## src/rtl/clk_div_pkg.sv

```systemverilog
// Shared types and parameter checks for the
// runtime-programmable clock divider.
package clk_div_pkg;

  typedef enum logic {
    MODE_TOGGLE = 1'b0,
    MODE_PULSE  = 1'b1
  } div_mode_e;

  // A reset divisor is legal when nonzero and
  // representable in w bits.
  function automatic bit div_legal(
    input longint unsigned div,
    input int unsigned     w
  );
    if (div == 0) return 1'b0;
    if (w >= 64) return 1'b1;
    return div < (64'd1 << w);
  endfunction

endpackage

```

## src/rtl/clock_divider_prog.sv

```systemverilog
// Programmable clock divider: toggle or tick output,
// divisor/mode reloaded glitch-free at terminal count.
module clock_divider_prog
  import clk_div_pkg::*;
#(
  parameter int unsigned     CNT_W        = 32,
  parameter longint unsigned DEFAULT_DIV  = 50,
  parameter bit              DEFAULT_MODE = 1'b0
) (
  input  logic             clk,
  input  logic             rst_a,
  input  logic             enable,
  input  logic [CNT_W-1:0] div_val,
  input  logic             div_mode,
  input  logic             div_load,
  output logic             clk_div,
  output logic             tick,
  output logic             cfg_pending,
  output logic             load_err,
  output logic [CNT_W-1:0] count
);

  localparam logic [CNT_W-1:0] DEF_DIV =
    CNT_W'(DEFAULT_DIV);
  localparam logic [CNT_W-1:0] ONE = CNT_W'(1);
  localparam div_mode_e DEF_MODE =
    div_mode_e'(DEFAULT_MODE);

  if (!div_legal(DEFAULT_DIV, CNT_W)) begin : g_bad_div
    $error("DEFAULT_DIV must be 1 .. 2^CNT_W-1");
  end

  logic [CNT_W-1:0] active_div;
  logic [CNT_W-1:0] pend_div;
  div_mode_e        active_mode;
  div_mode_e        pend_mode;

  logic             term;
  logic             load_ok;
  logic             load_bad;
  logic             apply_now;
  logic [CNT_W-1:0] last_cnt;

  // Terminal count, load qualification, apply decision
  always_comb begin
    last_cnt  = active_div - ONE;
    term      = enable && (count == last_cnt);
    load_ok   = div_load && (div_val != '0);
    load_bad  = div_load && (div_val == '0);
    apply_now = cfg_pending && (term || !enable);
  end

  // Counter, output edges and config shadow registers
  always_ff @(posedge clk) begin
    if (rst_a) begin
      count       <= '0;
      clk_div     <= 1'b0;
      tick        <= 1'b0;
      load_err    <= 1'b0;
      cfg_pending <= 1'b0;
      active_div  <= DEF_DIV;
      active_mode <= DEF_MODE;
      pend_div    <= '0;
      pend_mode   <= MODE_TOGGLE;
    end else begin
      load_err <= load_bad;
      tick     <= term;

      if (term) begin
        count <= '0;
        if (active_mode == MODE_PULSE)
          clk_div <= 1'b1;
        else
          clk_div <= ~clk_div;
      end else if (enable) begin
        count <= count + ONE;
        if (active_mode == MODE_PULSE)
          clk_div <= 1'b0;
      end else if (cfg_pending) begin
        // Idle apply restarts the period cleanly
        count <= '0;
        if (pend_mode == MODE_PULSE)
          clk_div <= 1'b0;
      end

      if (apply_now) begin
        active_div  <= pend_div;
        active_mode <= pend_mode;
        cfg_pending <= 1'b0;
      end

      // A fresh load wins over a same-edge apply
      if (load_ok) begin
        pend_div    <= div_val;
        pend_mode   <= div_mode_e'(div_mode);
        cfg_pending <= 1'b1;
      end
    end
  end

endmodule

```

## config.mk

```make
export PLATFORM = sky130hd
export DESIGN_NAME = clock_divider_prog
export DESIGN_NICKNAME = d
export VERILOG_FILES = /design/src/rtl/clk_div_pkg.sv /design/src/rtl/clock_divider_prog.sv
export SDC_FILE = /design/constraint.sdc
export NUM_CORES = 1
export LEC_CHECK = 0
export BUFFER_PORTS_ARGS = -buffer_cell sky130_fd_sc_hd__buf_2
export CELL_PAD_IN_SITES_DETAIL_PLACEMENT = 0
export CELL_PAD_IN_SITES_GLOBAL_PLACEMENT = 1
export CORE_AREA = 5 5 144 146
export DETAILED_ROUTE_END_ITERATION = 12
export DIE_AREA = 0 0 149 151
export PLACE_DENSITY = 0.54
export REMOVE_ABC_BUFFERS = 1
export SLEW_MARGIN = 20
export SYNTH_ARGS = -nofsm -noshare
export SYNTH_HDL_FRONTEND = slang
export SYNTH_SLANG_ARGS = --single-unit
```

## constraint.sdc

```tcl
create_clock -name clk -period 4.4 [get_ports clk]
set_input_delay 0.88 -clock clk [delete_from_list [all_inputs] [get_ports clk]]
set_output_delay 0.88 -clock clk [all_outputs]
set_load 0.01 [all_outputs]
```

After elaboration in Yosys (flattened, before gate mapping)
Index checks and enable logic that the tools add are counted.
Storage, ports and cells
  register bits after elaboration: 102
  logic and storage cells: 38
  output and inout port bits: 36
  input bits: 37
Cells by class
  $add $sub $neg: 2
  mux-type cells: 10
  reduce and logical (&&, ||, !) cells: 14
  eq/ne operators: 2
  bitwise gates (word level): 1
Operators with widths (number)
  $mux W32: 2
  $add A32 B1 Y32 const B: 1
  $eq A32 B32 Y1: 1
  $logic_not A32 Y1: 1
  $reduce_bool A32 Y1: 1
  $sub A32 B1 Y32 const B: 1
  $mux W1: 8
  $reduce_bool A3 Y1: 2
  $logic_and A1 B1 Y1: 4
  $reduce_bool A2 Y1: 2
  $ne A3 B1 Y1 const B: 1
  $reduce_and A3 Y1: 1
  $reduce_or A2 Y1: 1
  $logic_not A1 Y1: 1
  $logic_or A1 B1 Y1: 1
  $not A1 Y1: 1

Depth between registers and ports, before layout
  depth in word-level cells: 7
  mapped depth: 13
  gate-level depth less buffers: 10

Least setup slack after synthesis
No wires, ideal clock.
  path type: reg2reg
  start: reg active_div[17]
  end: reg active_div[0]
  library setup time: 0.072 ns
  slack: 0.800 ns
  arrival: 3.529 ns
  path buffers: 2
  required time: 4.328 ns
  stages on the path, launching flop included: 11
  period minus slack after synthesis: 3.600 ns
  path through: dfxtp_1 > buf_4 > or4_2 > or3_2 > or4_2 > a32oi_1 > and4bb_1 > nand2_1 > o31ai_4 > buf_8 > mux2i_1
On the way
  word-level cells in the longest chain between the ends: 5
Ends and longest elaborated chain
  from (decl): RTL line clock_divider_prog.sv:33  | logic [CNT_W-1:0] active_div;
  from (signal assigned): RTL line clock_divider_prog.sv:87  | active_div <= pend_div;
  $sub A32 B1 Y32: RTL line clock_divider_prog.sv:46  | last_cnt = active_div - ONE;
  $eq A32 B32 Y1: RTL line clock_divider_prog.sv:47  | term = enable && (count == last_cnt);
  $logic_and A1 B1 Y1: RTL line clock_divider_prog.sv:47
  $logic_or A1 B1 Y1: RTL line clock_divider_prog.sv:50  | apply_now = cfg_pending && (term || !enable);
  $logic_and A1 B1 Y1: RTL line clock_divider_prog.sv:50
Every way passes these cells.
A chain may end at the register's enable or synchronous reset.

Final worst setup path
  start: reg active_div[17]
  end: reg count[3]
On the way
  word-level cells in the longest chain between the ends: 4
Ends and longest elaborated chain
  $sub A32 B1 Y32: RTL line clock_divider_prog.sv:46
  $eq A32 B32 Y1: RTL line clock_divider_prog.sv:47
  $logic_and A1 B1 Y1: RTL line clock_divider_prog.sv:47
  $reduce_or A2 Y1 (no source line)
  to (signal assigned): RTL line clock_divider_prog.sv:76  | count <= count + ONE;
  to (decl): RTL line clock_divider_prog.sv:20  | output logic [CNT_W-1:0] count
Every way passes these cells.

==> results by group <==
Drt
  • Number of vias per cell: 5.034
  • Via count: 5044
  • Average wire per standard cell: 16.24 um
  • Detailed-route DRC error count: 0
  • Post-DRT Antenna Nets: 0
  • DRC marker count from the first detailed-route iteration: 224
  • Sum of routed wire length over all layers: 16270 um
  • Detailed-router iteration count before antenna repair: 4

CTS
  • Count of cells resized by post-cts repair: 0
  • Hold-fix buffers, CTS: 0
  • Number of sinks handled by clock tree synthesis: 102
  • Post-CTS Setup Inserts: 0
  • TritonCTS clock tree: yes
  • Buffer type at the clock tree root: clkbuf_16
  • Number of buffers inserted during clock tree synthesis: 9
  • Clock latency reported for the late side of the worst-skew pair: 0.35 ns
  • Clock transition at the registers of the reported paths: 0.08 ns
  • Buffers from clock root to sink, at most: 2
  • H-tree levels: 3

Pwr
  • Power density normalized to cell area: 301.7 nW/um2
  • Overall power consumption: 1.976 mW
  • Maximum VDD drop: 0.1529 mV
  • Leakage power: 2.618 nW

Placement
  • Weighted congestion at the end of routability-driven global placement: 0.8013
  • Place WS: 0.5655 ns
  • # placed instances: 986
  • Detailed placer's ending HPWL: 12220 um
  • Dpl cell area: 6259 um2
  • Buffers added on ports: 72

Cells and area
  • Multi-input gate area: 3426 um2
  • Storage element area: 2042 um2
  • Area growth from synthesis to layout: 14.68%
  • Fraction of final layout cells with drive strength greater than 1: 0.1547
  • Filler cells: 2043
  • Summed area of non-filler cells in the final layout: 6550 um2
  • NumNets Final: 771
  • Post-route insts no fill: 1002
  • Antenna Diode Count: 0

Logic synthesis
  • Synth warnings: 0
  • Leading cell types by total area after synthesis: dfxtp_1 36%, mux2i_1 13%, nand2_1 6.4%
  • Mapped Cells: 688
  • Post-Synthesis Mean Instance Area: 8.302 um2
  • Number of different library cells in the post-synthesis netlist: 70
  • Fraction of post-synthesis cell area in the top cell type by area: 0.3575
  • Netlist area before placement: 5712 um2
  • Post-synthesis register bit count: 102
  • Library cell occupying the most area in the post-synthesis netlist: dfxtp_1
  • Synth Flop Type: dfxtp_1
  • Post-synth ARST share: 0
  • Sequential cell area fraction in the yosys report: 0.3575
  • Count of flip-flops with a built-in enable after synthesis: 0

Floorplanning
  • Die Span X: 149 um
  • Initial core utilization: 0.2964
  • Top Ports: 73
  • Placeable core region: 19270 um2
  • Vert. Die Dim: 151 um
  • Number of placement rows: 51
  • Die footprint: 22500 um2

STA
  • Maximum operating frequency: 260.6 MHz
  • Worst slew margin relative to its limit: 0.4931
  • Worst setup skew after layout: 0.01473 ns
  • Sum of negative setup slack: 0 ns
  • Number of setup violations in the final report: 0
  • Setup repair after global routing missed its margin: no
  • Final hold violation count: 0
  • Period minus WS final: 3.837 ns
  • Transition time at the pin with the least slew margin: 0.7533 ns
  • Final period util: 0.8721
  • Worst Slack Setup Final: 0.5627 ns
  • Final max-slew violation count: 0

Job
  • Count of maximum capacitance violations: 0

Critical path
  • Stage delay of the slowest cell on the critical path: 0.74 ns
  • Crit path depth: 8
  • Type of the worst setup path: reg2reg
  • Critical path launch point type: flip-flop
  • Cell type with the highest occurrence count on the critical path: or4_2
  • Combined buffer and inverter count along the critical path: 0
  • Arrival time of the worst setup path: 4.07 ns
  • Endpoint class of the critical path: flip-flop
  • Critical path data required time: 4.64 ns
  • Cell class contributing the biggest share of worst-path delay: simple AND/OR/NAND/NOR gates
  • Critical-path cell list: or4_2 > or3_2 > or4_2 > a32oi_1 > and4bb_1 > nand2_1 > o31a_2 > and3_1
  • Highest-delay cell along the critical path: or4_2
  • Worst-path fanout max: 30
  • Depth of the worst register-to-register path: 8

Worst hold path
  • Hold path cells: 2
  • Worst min-delay path category: reg2reg

Global routing
  • Number of antenna violations at the first check in global routing: 0
  • Pin count of the biggest net entering global routing: 62
  • Tot GR Track Use: 0.1472
  • Global-route wire length before repair: 26330 um
  • Vias in the first global route: 4833
  • Total congestion overflow after global routing: 0

Outcome
  • Result of the run: complete, no violations
==> cells in the mapped netlist (5+ instances only) <==
library cell,n
nor3_1,16
or4_1,8
xnor2_1,22
clkbuf_1,37
a21oi_1,12
o21a_1,5
and3_1,14
nand3_1,28
dfxtp_1,102
and2_1,16
a21boi_0,6
xor2_1,18
or3_1,8
nand4_1,20
inv_1,7
nand2b_1,7
o21ai_0,12
mux2i_1,74
a31oi_1,5
nor4_1,28
nand2_1,97
nor2_1,63
==> state kept, by name (all words and copies together) (netlist names) <==
signal,flops
active_div,32
active_mode,1
cfg_pending,1
clk_div,1
count,32
load_err,1
pend_div,32
pend_mode,1
tick,1
==> per-layer routing <==
layer	global-route usage	routed length (um)	share of wire	vias to the layer above
li1	-	-	-	2557
met1	0.2126	8401	0.52	2363
met2	0.2215	7034	0.43	103
met3	0.01975	513	0.032	21
met4	0.05858	325	0.020	0
met5	0	0	0	-
==> stage by stage <==
step	hold WS [ns]	util
after global routing	0.4837	0.3399
final	0.4560	0.3399
after floorplan	0.4377	-
after detailed placement	0.4513	0.3248
after global placement	0.4486	0.3248
after CTS	0.4596	0.3399
==> worst reg2reg max path, cell delays in order, from the launching register on <==
cell and delay [ns]:
dfxtp_1 0.39, or4_2 0.75, or3_2 0.49, or4_2 0.66, a32oi_1 0.26, and4bb_1 0.25
nand2_1 0.11, o31a_2 0.57, and3_1 0.26
==> power breakdown <==
part	switching [mW]	internal, mW	leakage (nW)	total (mW)
sequential	0.0268	0.949	0.830	0.976
combinational	0.116	0.0829	1.64	0.199
clock	0.391	0.410	0.143	0.801
==> cells in the final DEF (no fill, tap or decap), drive strengths merged, types with 3 or more instances in the layout <==
| cell type | netlist | routed |
|---|---|---|
| mux2i | 74 | 74 |
| buf | 8 | 79 |
| a21oi | 12 | 12 |
| a21boi | 6 | 6 |
| o211ai | 4 | 4 |
| nor2b | 4 | 4 |
| nor4 | 28 | 28 |
| xor2 | 18 | 18 |
| nand2 | 98 | 98 |
| o31ai | 4 | 4 |
| and2 | 17 | 17 |
| nand2b | 7 | 7 |
| dfxtp | 102 | 102 |
| and4 | 3 | 3 |
| o41ai | 3 | 3 |
| nand4b | 3 | 3 |
| nor2 | 63 | 63 |
| or2 | 4 | 4 |
| a31oi | 5 | 5 |
| or4 | 10 | 10 |
| o211a | 3 | 3 |
| nand3 | 28 | 28 |
| nor3b | 3 | 3 |
| clkbuf | 38 | 10 |
| or3 | 9 | 9 |
| clkinv | 1 | 3 |
| o22ai | 3 | 3 |
| nand4 | 20 | 20 |
| inv | 8 | 11 |
| and3 | 14 | 14 |
| nor3 | 16 | 16 |
| o21ai | 12 | 12 |
| nor4b | 4 | 4 |
| xnor2 | 22 | 22 |
| o21a | 5 | 5 |
| o31a | 3 | 3 |
==> cells by family (layout without fill, tap and decap cells) <==
| family | Yosys count | after routing | share of synthesized area |
|---|---|---|---|
| AND/OR/NAND/NOR | 338 | 338 | 0.3032 |
| flip-flops | 102 | 102 | 0.3575 |
| multiplexers | 76 | 76 | 0.1336 |
| AO/OA/AOI/OAI | 75 | 75 | 0.09530 |
| buffers and inverters | 55 | 104 | 0.04469 |
| XOR/XNOR | 40 | 40 | 0.06134 |
| adder cells (fa/ha/maj) | 2 | 2 | 0.004380 |
==> cell type report <==
type | instances | area share
Clock buffer | 10 | 0.03649
Clock inverter | 6 | 0.008023
Inverter | 9 | 0.005158
Multi-Input combinational cell | 531 | 0.5230
Sequential cell | 102 | 0.3117
Tap cell | 265 | 0.05062
Timing Repair Buffer | 79 | 0.06495
==> final timing paths <==
check	startpoint	endpoint	slack, ns
worst min-delay path	pend_div[30]$_SDFFE_PP0P_	active_div[30]$_SDFFE_PP0P_	0.46
worst max-delay path	active_div[17]$_SDFFE_PP0P_	count[3]$_SDFFE_PP0P_	0.56
worst min register to register	pend_div[30]$_SDFFE_PP0P_	active_div[30]$_SDFFE_PP0P_	0.46
worst max register to register	active_div[17]$_SDFFE_PP0P_	count[3]$_SDFFE_PP0P_	0.56
Note: power is estimated with default switching activity, not from simulation.
